### src/rtl/ram_arb_pkg.sv
// Shared constants for the two-port RAM arbiter: requester indices and defaults.
package ram_arb_pkg;

   localparam int REQ_CPU = 0;
   localparam int REQ_DMA = 1;

   localparam int unsigned DEF_WORD_WIDTH = 32;
   localparam int unsigned DEF_ENTRIES    = 100;

   typedef enum logic {
      PRI_CPU = 1'b0,
      PRI_DMA = 1'b1
   } pri_e;

endpackage

### src/rtl/ram_arbiter_rr_pick2.sv
// Two-way round-robin picker; owns the priority pointer.
module rr_pick2
   import ram_arb_pkg::*;
(
   input  logic       Clk,
   input  logic       Rst,
   input  logic [1:0] i_req,
   output logic [1:0] o_gnt
);

   pri_e r_pri;

   // Grant the sole requester, or the preferred one under contention; none in reset.
   always_comb begin
      o_gnt = '0;
      if (!Rst) begin
         if (i_req[REQ_CPU] && (!i_req[REQ_DMA] || r_pri == PRI_CPU))
            o_gnt[REQ_CPU] = 1'b1;
         else if (i_req[REQ_DMA])
            o_gnt[REQ_DMA] = 1'b1;
      end
   end

   // After any grant, prefer the other requester next; idle cycles hold the pointer.
   always_ff @(posedge Clk) begin
      if (Rst)
         r_pri <= PRI_CPU;
      else if (o_gnt[REQ_CPU])
         r_pri <= PRI_DMA;
      else if (o_gnt[REQ_DMA])
         r_pri <= PRI_CPU;
   end

endmodule

### src/rtl/ram_arbiter.sv
// Arbitrates a CPU port and a DMA port onto one single-ported RAM with
// combinational read data; read returns are registered with latency 1.
module ram_arbiter
   import ram_arb_pkg::*;
#(
   parameter  int unsigned WORD_WIDTH = DEF_WORD_WIDTH,
   parameter  int unsigned ENTRIES    = DEF_ENTRIES,
   localparam int unsigned ADDR_W     = $clog2(ENTRIES)
) (
   input  logic                  Clk,
   input  logic                  Rst,
   input  logic                  Req0,
   input  logic                  Req1,
   input  logic                  WE0,
   input  logic                  WE1,
   input  logic [ADDR_W-1:0]     A0,
   input  logic [ADDR_W-1:0]     A1,
   input  logic [WORD_WIDTH-1:0] WD0,
   input  logic [WORD_WIDTH-1:0] WD1,
   output logic                  Gnt0,
   output logic                  Gnt1,
   output logic                  Rvalid0,
   output logic                  Rvalid1,
   output logic [WORD_WIDTH-1:0] RD0,
   output logic [WORD_WIDTH-1:0] RD1,
   output logic                  Err,
   output logic [ADDR_W-1:0]     Ram_A,
   output logic [WORD_WIDTH-1:0] Ram_WD,
   output logic                  Ram_WE,
   input  logic [WORD_WIDTH-1:0] Ram_RD
);

   localparam logic [ADDR_W:0] LIMIT = ENTRIES[ADDR_W:0];

   logic [1:0]            w_gnt;
   logic                  w_oor0;
   logic                  w_oor1;
   logic                  w_rd0;
   logic                  w_rd1;
   logic                  r_rvalid0;
   logic                  r_rvalid1;
   logic [WORD_WIDTH-1:0] r_rd0;
   logic [WORD_WIDTH-1:0] r_rd1;
   logic                  r_err;

   rr_pick2 u_pick (
      .Clk   (Clk),
      .Rst   (Rst),
      .i_req ({Req1, Req0}),
      .o_gnt (w_gnt)
   );

   assign Gnt0   = w_gnt[REQ_CPU];
   assign Gnt1   = w_gnt[REQ_DMA];
   assign w_oor0 = ({1'b0, A0} >= LIMIT);
   assign w_oor1 = ({1'b0, A1} >= LIMIT);
   assign w_rd0  = Gnt0 && !WE0;
   assign w_rd1  = Gnt1 && !WE1;

   // Steer the granted requester onto the RAM; out-of-range writes never reach it.
   always_comb begin
      Ram_A  = '0;
      Ram_WD = '0;
      Ram_WE = 1'b0;
      if (Gnt0) begin
         Ram_A  = A0;
         Ram_WD = WD0;
         Ram_WE = WE0 && !w_oor0;
      end else if (Gnt1) begin
         Ram_A  = A1;
         Ram_WD = WD1;
         Ram_WE = WE1 && !w_oor1;
      end
   end

   // Capture read data and flag out-of-range accesses at the grant edge.
   always_ff @(posedge Clk) begin
      if (Rst) begin
         r_rvalid0 <= 1'b0;
         r_rvalid1 <= 1'b0;
         r_rd0     <= '0;
         r_rd1     <= '0;
         r_err     <= 1'b0;
      end else begin
         r_rvalid0 <= w_rd0;
         r_rvalid1 <= w_rd1;
         if (w_rd0)
            r_rd0 <= w_oor0 ? '0 : Ram_RD;
         if (w_rd1)
            r_rd1 <= w_oor1 ? '0 : Ram_RD;
         r_err <= (Gnt0 && w_oor0) || (Gnt1 && w_oor1);
      end
   end

   // Reset raised in the cycle after a read grant must cancel the pending pulse,
   // so the registered valid is also gated by Rst.
   assign Rvalid0 = r_rvalid0 && !Rst;
   assign Rvalid1 = r_rvalid1 && !Rst;
   assign RD0     = r_rd0;
   assign RD1     = r_rd1;
   assign Err     = r_err;

endmodule

### config.mk
export PLATFORM = sky130hd
export DESIGN_NAME = ram_arbiter
export DESIGN_NICKNAME = d
export VERILOG_FILES = /design/src/rtl/ram_arb_pkg.sv /design/src/rtl/ram_arbiter_rr_pick2.sv /design/src/rtl/ram_arbiter.sv
export SDC_FILE = /design/constraint.sdc
export NUM_CORES = 1
export LEC_CHECK = 0
export ABC_AREA = 0
export CORE_MARGIN = 1.5
export CORE_UTILIZATION = 39
export DETAILED_ROUTE_END_ITERATION = 8
export HOLD_SLACK_MARGIN = 0.12
export PLACE_DENSITY = 0.86
export SETUP_SLACK_MARGIN = 0.05
export SLEW_MARGIN = 40
export SYNTH_ARGS = -nofsm -noshare
export SYNTH_HDL_FRONTEND = slang
export SYNTH_SLANG_ARGS = --single-unit
export TNS_END_PERCENT = 100
### constraint.sdc
create_clock -name Clk -period 1.92 [get_ports Clk]
set_input_delay 0.288 -clock Clk [delete_from_list [all_inputs] [get_ports Clk]]
set_output_delay 0.288 -clock Clk [all_outputs]
set_load 0.05 [all_outputs]
Yosys cells after proc, flatten, opt, wreduce, memory -nomap -nowiden --
Index checks and enable logic that the tools add are counted.
Storage, ports and cells: bits of input ports 116, output and inout port bits 109, bits in registers 68
Cells by class: reduce and logical (&&, ||, !) cells 18, $lt $le $gt $ge 2, bitwise operators 1, multiplexer cells 14
Operators with widths (number):
- $mux 32 | 4
- $ge 7x7->1 const B | 2
- $mux 7 | 2
- $logic_and 1x1->1 | 9
- $mux 1 | 7
- $logic_not 1->1 | 6
- $logic_or 1x1->1 | 2
- $mux 2 | 1
- $reduce_bool 2->1 | 1
- $not 1->1 | 1

Depth between registers and ports, before layout --
word-level depth 7, gate-level depth with buffers 5, mapped depth without buffers 4

Cells and area by module --
From an unflattened synthesis, not the netlist that was laid out.
Unflattened totals: cells, all modules 376, area, all modules 4245.3 µm²
Modules (own cells, without submodules):
- ram_arbiter | times used 1, sequential area each 1341.3 µm², area each 4184.0 µm², cells an instance 369
- rr_pick2 | times used 1, sequential area each 20.0 µm², area each 61.3 µm², cells an instance 7

Least setup slack after synthesis --
Ideal clock, no wire load.
path type register -> output, from register u_pick.r_pri, to output port Ram_A[0], cell stages (with the launch flop) 6, setup slack 0.116 ns, data required time 1.632 ns, data arrival time 1.516 ns, cell sequence dfxtp_1 nand2b_1 nand2_1 inv_2 buf_2 a22o_1
On the way: cells in the longest elaborated chain, start to end 7
RTL lines:
- start, declared | RTL line ram_arbiter_rr_pick2.sv:11 | pri_e r_pri;
- start signal, assigned | RTL line ram_arbiter_rr_pick2.sv:27 | r_pri <= PRI_CPU;
- start signal, assigned | RTL line ram_arbiter_rr_pick2.sv:29 | r_pri <= PRI_DMA;
- start signal, assigned | RTL line ram_arbiter_rr_pick2.sv:31 | r_pri <= PRI_CPU;
- $not 1->1 | RTL line ram_arbiter_rr_pick2.sv:17 | if (i_req[REQ_CPU] && (!i_req[REQ_DMA] || r_pri == PRI_CPU))
- $logic_or 1x1->1 | RTL line ram_arbiter_rr_pick2.sv:17
- $logic_and 1x1->1 | RTL line ram_arbiter_rr_pick2.sv:17
- $mux 1 | RTL line ram_arbiter_rr_pick2.sv:17
- $mux 2 | RTL line ram_arbiter_rr_pick2.sv:16 | if (!Rst) begin
- named net Gnt1 | RTL line ram_arbiter.sv:21 | output logic Gnt1,
- $mux 7 | RTL line ram_arbiter.sv:69 | end else if (Gnt1) begin
- $mux 7 | RTL line ram_arbiter.sv:65 | if (Gnt0) begin
- end, declared | RTL line ram_arbiter.sv:27 | output logic [ADDR_W-1:0] Ram_A,
The timed path passes the listed nets, and every way through them passes these cells.

Final worst setup path --
from register u_pick.r_pri, to output port Ram_WD[21]
On the way: cells in the longest elaborated chain, start to end 7
RTL lines:
- $not 1->1 * | RTL line ram_arbiter_rr_pick2.sv:17
- $logic_or 1x1->1 * | RTL line ram_arbiter_rr_pick2.sv:17
- $logic_and 1x1->1 * | RTL line ram_arbiter_rr_pick2.sv:17
- $mux 1 | RTL line ram_arbiter_rr_pick2.sv:17
- $mux 2 * | RTL line ram_arbiter_rr_pick2.sv:16
- $mux 32 | RTL line ram_arbiter.sv:69
- $mux 32 * | RTL line ram_arbiter.sv:65
- end, declared | RTL line ram_arbiter.sv:28 | output logic [WORD_WIDTH-1:0] Ram_WD,
Every way passes the cells marked *; elsewhere a longest branch is shown, timed or not.

==> impl_results.md <==
* CTS tree: done
* Switching pwr at about 1600 uW
* HP Start: WE1
* WHS at 0.3922 ns
* Number of DRC markers in iteration 0 at 618
* Leakage at 0.002866 uW
* # DRC at 0
* Final Wtd Congestion at 0.8311
* Failing checks: setup timing
* Achievable Freq at 510.9 MHz
* Max-slew violation count at 0
* Mapped Cells at between 300 and 400
* Core footprint at 8341 um^2
* Root buffer cell: clkbuf_8
* Sink Count at 68
* Crit path kind: reg -> out
* CTS Hold Bufs at 0
* Logic pwr share at 36.0%
* Avg WL per Cell at 29.57 um
* First-pass GRT wire length at between 20000 and 30000 um
* Worst r2r src: u_pick.r_pri
* Final Critical Period at 1.957 ns
* Antenna violation net count after detailed routing at 0
* Vias in the first global route at 4461
* Syn nets at 492
* CP endpoint kind: primary output
* Vias per Instance at approximately 7
* CTS clk-pin slew, worst paths at 0.10 ns
* Final setup viols at 12
* Worst hold path cell count at 2
* Worst-Margin Slew at 0.7514 ns
* Total wire length at 20760 um
* DP Wirelength at ~12000 um
* R2R setup slack at approximately 0.18 ns
* Fraction of layout instances using a drive strength above 1 at 23.79%
* Synthesized cell area at 3405 um^2
* Cell Int Power at 3117 uW
* Sw Share at 34.37%
* First-pass DRT Iterations at 5
* Chip height at 96.43 um
* Tcrit/Tclk final at 101.9%
* CTS H-Tree Depth at 3
* Outcome: finished with violations
* Initial core utilization at 40.82%
* Hold Fails Final Rpt at 0
* Clk buf depth at 2
* ANT cells at 0
* Clock latency on the worst-skew pair at 0.37 ns
* Die ar. at 9299 um^2
* Mean post-synth cell area at 9.055 um^2
* P&R area growth vs syn at 106.0%
* Slew margin rel. at 49.80%
* R2r worst-path depth at 4
* Initial antenna violation count at 0
* PwrDens at approximately 680 nW/um^2
* DP Cell Count at 677
* DR vias at approximately 4.8k
* Seq pwr share at 31.7%
* Hold EP: RD1[20]
* Pin count of the biggest net entering global routing at between 40 and 50
* Num CTS Buffers at 9
* Pre-CTS setup slack at -0.3876 ns
* RSZ-0062 raised after global routing: true
* Max-Cap Viols at 0
* Post-route setup TNS at -0.1759 ns
* Clock Power Share at between 30% and 40%
* Critical-path maximum fanout at 8
* Boundary Pins at 225
* Hold Crit Class: in -> reg
* Port bufs at roughly 220
* Req. time, crit path at 1.63 ns
* GRT Overall Usage at 39.61%
* Post-synthesis sequential area ratio at between 30 and 40%
* Placed Area at 6207 um^2
* Crit start category: flop
* #FFs+latches synth at around 70
* Non-Filler Instances at between 700 and 800
* Yosys cell types at 22
* Peak supply drop at 0.4294 mV
* Critical Path AT at 1.67 ns
* Skew final at between 0.02 and 0.025 ns
* Synth warnings at 0
* Placement row count at 33
* Nets at 708
* Fin area at 7014 um^2
* GRT overflow at 0
* Die width at between 90 and 100 um
* Crit path setup slack, layout at -0.03716 ns
* R2R Path End: RD1[0]
[routing by layer]
layer / routed length, um / track usage [%] / vias up
li1: - / - / 1947
met1: 7129 / 45.19 / 2241
met2: 9560 / 63.97 / 474
met3: 2654 / 16.04 / 135
met4: 1416 / 19.93 / 0
met5: 0 / 0 / -
[registers in the layout, indices dropped and copies added (netlist names)]
signal,count
r_rvalid1,1
u_pick.r_pri,1
Err,1
RD0,32
r_rvalid0,1
RD1,32
[stage by stage]
stage          power, uW  util, %
5_1_grt             4819    84.10
6_report            4749    84.10
3_3_place_gp        2992    74.36
4_1_cts             4567    81.52
3_5_place_dp        3018    74.42
2_1_floorplan       2232        -
[how the worst max path moves through the flow]
stage	slack (ns)	cells past startpoint	from	end
floorplan	0.12	5	u_pick.r_pri	Ram_A[0]
global placement	-0.28	7	Req1	Ram_WD[10]
detailed placement	-0.39	7	Req1	Ram_WD[10]
CTS	0.03	6	u_pick.r_pri	Ram_WD[4]
global route	-0.04	6	u_pick.r_pri	Ram_WD[24]
finish	-0.04	6	u_pick.r_pri	Ram_WD[21]
[placed cells by master (no fill, tap or decap), types with 2 or more instances in the layout]
cell / Yosys / layout
nand4_1: 2 / 2
a22o_1: 38 / 5
buf_4: 0 / 21
buf_16: 0 / 3
buf_12: 0 / 50
inv_1: 2 / 2
nor2b_4: 0 / 3
nor2_1: 3 / 3
o31ai_1: 64 / 64
bufinv_16: 0 / 3
nor2b_1: 5 / 2
clkbuf_8: 0 / 10
nand2_4: 0 / 3
o311ai_0: 64 / 64
clkdlybuf4s50_1: 0 / 165
dfxtp_1: 68 / 67
buf_2: 9 / 2
dlygate4sd2_1: 0 / 3
clkbuf_16: 0 / 2
o311ai_4: 2 / 2
dlymetal6s2s_1: 0 / 10
a22o_4: 0 / 34
nand2_1: 67 / 64
[synth_stat cells]
| cell | count | share of area [%] |
|---|---|---|
| buf_6 | 6 | 2.0 |
| buf_1 | 1 | 0.11 |
| nor2b_1 | 5 | 0.92 |
| nor2_1 | 3 | 0.33 |
| inv_2 | 2 | 0.22 |
| inv_1 | 2 | 0.22 |
| clkbuf_1 | 36 | 4.0 |
| nand2_1 | 67 | 7.4 |
| a21oi_1 | 1 | 0.15 |
| clkinv_1 | 1 | 0.11 |
| and2_1 | 1 | 0.18 |
| o22ai_1 | 1 | 0.18 |
| a22o_2 | 1 | 0.29 |
| nand2b_1 | 1 | 0.18 |
| o311ai_0 | 64 | 16 |
| nand4_1 | 2 | 0.37 |
| dfxtp_1 | 68 | 40 |
| nand2_2 | 1 | 0.18 |
| o311ai_4 | 2 | 1.5 |
| a22o_1 | 38 | 9.8 |
| o31ai_1 | 64 | 14 |
| buf_2 | 9 | 1.3 |
[power groups by stage]
stage / Clock [uW] / Combinational [uW] / Sequential (uW)
global route: 1570 / 1740 / 1510
detailed placement: 0 / 1490 / 1530
finish: 1530 / 1710 / 1510
global placement: 0 / 1460 / 1530
floorplan: 0 / 515 / 1720
CTS: 1470 / 1590 / 1500
[area by class of cell]
class                   instances  area, um^2
repair buffers                257        3115
well taps                     105       131.4
fillers                       416        1326
inverters                       5       31.28
clock buffers                  10       137.6
multi-input cells             251        2122
clock inverters                 6       111.4
flip-flops and latches         68        1365
[what timing repair did]
action / 4_1_cts / 5_1_grt
buffers inserted: 2 / 1
cloned: 3 / 3
gates resized for setup: 49 / 28
pin swaps: 10 / 6
endpoints found under the setup margin: 42 / 45
[cell families (layout without fill, tap and decap cells)]
family	after synthesis	count (layout)	synth area share (%)
buffers and inverters	57	278	7.938
AO/OA/AOI/OAI	171	171	42.52
flip-flops	68	68	39.99
AND/OR/NAND/NOR	80	80	9.556
[critical path, stage by stage, from the launching register on]
cell,delay [ns]
dfxtp_4,0.38
nand2b_4,0.16
nand2_4,0.10
inv_8,0.06
clkbuf_16,0.17
a22o_4,0.26
buf_12,0.16
Note: power is estimated with default switching activity, not from simulation.
